File: src/rtl/seg_scan_mux.sv
// Time-multiplexed N-digit 7-segment scanner with a blanking gap per slot,
// leading-zero suppression and frame-synchronous double-buffered value commits.
module seg_scan_mux #(
  parameter int DIGITS = 4,
  parameter int DIV    = 50000,
  parameter int GAP    = 16
) (
  input  logic                  clk,
  input  logic                  rst_n,
  input  logic [4*DIGITS-1:0]   value_in,
  input  logic [DIGITS-1:0]     dp_in,
  input  logic                  load,
  input  logic                  lz_en,
  output logic [3:0]            digit_value,
  output logic                  digit_dp,
  output logic [DIGITS-1:0]     digit_sel_n,
  output logic                  load_ack,
  output logic                  frame_start
);

  localparam int CW = $clog2(DIV);
  localparam int IW = (DIGITS > 1) ? $clog2(DIGITS) : 1;

  typedef enum logic {S_GAP, S_SHOW} state_t;

  state_t              state, state_nxt;
  logic [CW-1:0]       cnt;
  logic [IW-1:0]       idx, idx_nxt;

  logic [4*DIGITS-1:0] act_val, pend_val, src_val;
  logic [DIGITS-1:0]   act_dp, pend_dp, src_dp;
  logic                act_lz, pend_lz, pend_valid;
  logic [DIGITS-1:0]   blank_mask;
  logic                zero_above;

  logic                slot_end, frame_end, commit;
  logic [DIGITS-1:0]   sel_nxt;
  logic [3:0]          val_nxt;
  logic                dp_nxt;

  assign slot_end  = (cnt == CW'(DIV - 1));
  assign frame_end = slot_end && (idx == IW'(DIGITS - 1));
  assign commit    = frame_end && pend_valid;

  // Slot counter and digit index
  always_comb begin
    idx_nxt = idx;
    if (slot_end) idx_nxt = (idx == IW'(DIGITS - 1)) ? '0 : idx + 1'b1;
  end

  always_ff @(posedge clk or negedge rst_n) begin
    if (!rst_n) begin
      cnt <= '0;
      idx <= '0;
    end else begin
      cnt <= slot_end ? '0 : cnt + 1'b1;
      idx <= idx_nxt;
    end
  end

  // Pending/active buffers; a load on the commit edge lands in pending after
  // the old pending contents have moved to active.
  always_ff @(posedge clk or negedge rst_n) begin
    if (!rst_n) begin
      pend_val   <= '0;
      pend_dp    <= '0;
      pend_lz    <= 1'b0;
      pend_valid <= 1'b0;
      act_val    <= '0;
      act_dp     <= '0;
      act_lz     <= 1'b0;
    end else begin
      if (load) begin
        pend_val   <= value_in;
        pend_dp    <= dp_in;
        pend_lz    <= lz_en;
        pend_valid <= 1'b1;
      end else if (commit) begin
        pend_valid <= 1'b0;
      end
      if (commit) begin
        act_val <= pend_val;
        act_dp  <= pend_dp;
        act_lz  <= pend_lz;
      end
    end
  end

  // Digit k blanks when it and all higher digits show zero with no dp
  always_comb begin
    blank_mask = '0;
    zero_above = act_lz;
    for (int unsigned i = DIGITS - 1; i >= 1; i--) begin
      zero_above    = zero_above && (act_val[4*i +: 4] == 4'd0) && !act_dp[i];
      blank_mask[i] = zero_above;
    end
  end

  // FSM: state register
  always_ff @(posedge clk or negedge rst_n) begin
    if (!rst_n) state <= S_GAP;
    else        state <= state_nxt;
  end

  // FSM: next state
  always_comb begin
    state_nxt = state;
    case (state)
      S_GAP:   if (cnt == CW'(GAP - 1)) state_nxt = S_SHOW;
      S_SHOW:  if (slot_end)            state_nxt = S_GAP;
      default: state_nxt = S_GAP;
    endcase
  end

  // FSM: outputs, computed one cycle ahead and registered. While SHOW is
  // upcoming neither idx nor active can change, so current values suffice.
  always_comb begin
    src_val = commit ? pend_val : act_val;
    src_dp  = commit ? pend_dp  : act_dp;
    val_nxt = digit_value;
    dp_nxt  = digit_dp;
    if (slot_end) begin
      val_nxt = src_val[4*idx_nxt +: 4];
      dp_nxt  = src_dp[idx_nxt];
    end
    sel_nxt = '1;
    if (state_nxt == S_SHOW && !blank_mask[idx])
      sel_nxt = ~(DIGITS'(1) << idx);
  end

  always_ff @(posedge clk or negedge rst_n) begin
    if (!rst_n) begin
      digit_sel_n <= '1;
      digit_value <= '0;
      digit_dp    <= 1'b0;
      load_ack    <= 1'b0;
      frame_start <= 1'b0;
    end else begin
      digit_sel_n <= sel_nxt;
      digit_value <= val_nxt;
      digit_dp    <= dp_nxt;
      load_ack    <= commit;
      frame_start <= frame_end;
    end
  end

endmodule

File: config.mk
export PLATFORM = sky130hd
export DESIGN_NAME = seg_scan_mux
export DESIGN_NICKNAME = d
export VERILOG_FILES = /design/src/rtl/seg_scan_mux.sv
export SDC_FILE = /design/constraint.sdc
export NUM_CORES = 1
export LEC_CHECK = 0
export CORE_AREA = 4 4 91 93
export CTS_BUF_LIST = sky130_fd_sc_hd__clkbuf_8
export DETAILED_ROUTE_END_ITERATION = 7
export DIE_AREA = 0 0 95 97
export PLACE_DENSITY = 0.77
export REMOVE_ABC_BUFFERS = 1
export SYNTH_ARGS = -nofsm -noshare
export SYNTH_HDL_FRONTEND = slang
export SYNTH_SLANG_ARGS = --single-unit
File: constraint.sdc
create_clock -name clk -period 2 [get_ports clk]
set_input_delay 0.3 -clock clk [delete_from_list [all_inputs] [get_ports clk]]
set_output_delay 0.3 -clock clk [all_outputs]
set_load 0.02 [all_outputs]
==> metrics.md <==
| Metric | Value |
|---|---|
| Hold Fails Final Rpt | 0 |
| DRC Markers | 0 |
| Top Ports | 35 |
| CTS Buffer Depth | 2 |
| Most area-consuming cells after synthesis | dfrtp_1, mux2_2, dfstp_2, nand2_1, nor2_1 |
| Fmax | 0.514 GHz |
| Pin count of the biggest net entering global routing | 48 |
| Skew-Pair Late Insertion Delay | 0.34 ns |
| Slew margin rel. | 0.747 |
| Final Critical Period | 1.95 ns |
| Die Span X | 95 um |
| Outcome | complete, no violations |
| Crit. End Element | register |
| Fin util | 0.545 |
| Setup violators final | 0 |
| Clock transition at the registers of the reported paths | 0.07 ns |
| Netlist Area Pre-Place | 3270 sq um |
| Layout cell share with drive strength beyond 1 | 0.282 |
| Gr ovfl total | 0 |
| Detail Route Antenna Nets | 0 |
| TritonCTS buffer count | 9 |
| Ys async rst share | 1.00 |
| Total GRT Usage | 0.153 |
| Leakage dissipation | around 1.9 nW |
| First-pass GRT wire length | ~11000 um |
| TritonCTS clock tree | yes |
| Yosys top cell by area | dfrtp_1 |
| GP Congestion | roughly 0.85 |
| Mapped Cells | 269 |
| Number of fill cells | approximately 660 |
| Root Buffer | clkbuf_8 |
| Critical Path Source | cnt[1] |
| Non-Filler Instances | 428 |
| CP Class | register to register |
| Overall Power | 2.67 mW |
| Dpl hpwl | 4390 um |
| Max VDD drop | 0.000428 V |
| Avg Inst Size Synth | 12.1 sq um |
| Yosys cell types | 36 |
| # nets final | approximately 350 |
| Fin. max-slew vios | 0 |
| Core Area | 7530 sq um |
| Diode count | 0 |
| Synth warnings | 0 |
| CP Max Fanout | 13 |
| Starting DRT DRC Count | 107 |
| Post-placement cell count | 407 |
| Final clock skew | 0.00625 ns |
| DR pass1 iterations | 4 |
| Routed WL per cell | 14.9 um |
| Cell Rows | 32 |
| Vias | between 2000 and 2500 |
| Crit share post-route | 0.973 |
| Detailed Route WL | 6360 um |
| Worst setup SP type | register |
| Initial antenna violation count | 0 |
| Vias/cell | 5.17 |
| Number of synthesized register bits | 73 |
| Hold Slack | 0.478 ns |
| Worst Max-Slew Pin Slew | 0.374 ns |
| Top FF cell, synth | dfrtp_1 |
| Top cell type's share of synthesized area | 0.529 |
| CTS HTree Levels | 3 |
| WP data arrival | between 2 and 2.5 ns |
| Die ar. | a little over 9000 sq um |
| Hold Crit Class | input pin to asynchronous set/reset pin |
| Initial Util | 0.434 |
| R2R cell count | 7 |
| Worst EP required | about 2.2 ns |
| Die H | about 97 um |
| PortBufs | 34 |
| Max-Cap Viols | 0 |
| Vias in the first global route | 2259 |
| Layout area overhead | 25.5% |
| Reg2reg start | cnt[1] |
| Num Clock Sinks | 73 |
| Power per Cell Area | roughly 650 nW/um^2 |
| Post-synth EDFFs | 0 |
| Post-synthesis sequential area ratio | 0.561 |
[final cells by class]
| class | instances | area (sq um) | area share |
|---|---|---|---|
| Sequential cell | 73 | 1830 | 0.447 |
| Clock buffer | 11 | 151 | 0.0369 |
| Timing Repair Buffer | 54 | 574 | 0.140 |
| Inverter | 5 | 18.8 | 0.00458 |
| Clock inverter | 3 | 11.3 | 0.00275 |
| Tap cell | 102 | 128 | 0.0311 |
| Multi-Input combinational cell | 180 | 1380 | 0.337 |
[final timing paths]
| kind | end | slack [ns] |
|---|---|---|
| worst max register to register | act_val[13] | 0.05 |
| max in group asynchronous | cnt[5] | 1.26 |
| min in group clk | digit_value[1] | 0.50 |
| worst max-delay path | act_val[13] | 0.05 |
| worst min-delay path | cnt[11] | 0.48 |
| worst min register to register | digit_value[1] | 0.50 |
[cells by family (layout without fill, tap and decap cells)]
family,after synthesis,count (layout),share of synthesized area
buf+inv,16,73,0.0238
mux,51,51,0.174
xor+xnor,11,11,0.0295
compound gates,35,35,0.0682
fa+ha+maj,5,5,0.0192
flops,73,73,0.561
simple gates,78,78,0.125
[Yosys cell counts (2+ instances only)]
master    number
nand2_1       21
a21oi_1        8
dfstp_2        4
mux2_2        46
or4_1          2
clkbuf_1       5
dfrtp_1       69
buf_2          2
nor2_1        21
a211oi_1       5
o21ai_1        6
o221ai_1       5
xnor2_1        5
and2_1         2
or3_1          2
buf_6          2
mux2i_1        5
xor2_1         6
a21o_1         2
nor4b_1        3
and3_1         3
nand3_1        3
o21ai_0        8
nor3_1         2
buf_1          2
inv_1          5
ha_1           5
nor2b_1        5
nand4_1        7
or2_2          2
[state kept, by name (all words and copies together), names as in the netlist]
name         flops
act_val         16
cnt             16
pend_val        16
act_dp           4
digit_sel_n      4
digit_value      4
pend_dp          4
idx              2
act_lz           1
digit_dp         1
frame_start      1
load_ack         1
pend_lz          1
pend_valid       1
state            1
[metrics by stage]
stage	TNS [ns]	setup slack, ns	instance area, sq um
floorplan	-11.21	-0.495	3210
global placement	0	0.0952	3800
detailed placement	0	0.0308	3800
CTS	0	0.0276	4010
global route	-0.151	-0.0229	4100
finish	0	0.0538	4100
[what timing repair did]
action                     4_1_cts  5_1_grt
gates resized for setup          0        8
pin swaps                        1        4
setup endpoints to repair        1       20
hold buffers                     1        0
hold endpoints to repair        69        0
buffers inserted                 0        5
gates cloned                     1        0
[cells in the final DEF, fill, tap and decap left out, types with 3 or more instances in the layout]
cell type,count
dfrtp_1,68
mux2_2,46
clkdlybuf4s50_1,33
nand2_1,21
nor2_1,21
buf_4,12
clkbuf_8,11
inv_1,8
o21ai_0,8
a21oi_1,8
nand4_1,7
xor2_1,6
o21ai_1,6
xnor2_1,5
mux2i_1,5
nor2b_1,5
a211oi_1,5
o221ai_1,5
ha_1,5
buf_12,5
dfstp_2,4
nand3_1,3
nor4b_1,3
[where the power goes]
group	internal (mW)	switching [mW]	leakage [nW]
clock	0.491	0.485	0.0951
sequential	1.52	0.0289	0.933
combinational	0.0894	0.0554	0.845
total	2.10	0.569	1.87
[worst max-delay path, cell delays in order, from the launching register on]
cell     delay, ns
dfrtp_1       0.40
ha_1          0.19
and3_2        0.22
nand3_4       0.12
nor3_4        0.27
buf_6         0.15
buf_16        0.14
mux2_2        0.33
[per-layer routing]
metal,vias up,share of wire,GRT usage
li1,1063,-,-
met1,1086,0.46,0.205
met2,54,0.48,0.236
met3,9,0.050,0.0420
met4,0,0.013,0.0533
met5,-,0,0
Note: power is estimated with default switching activity, not from simulation.
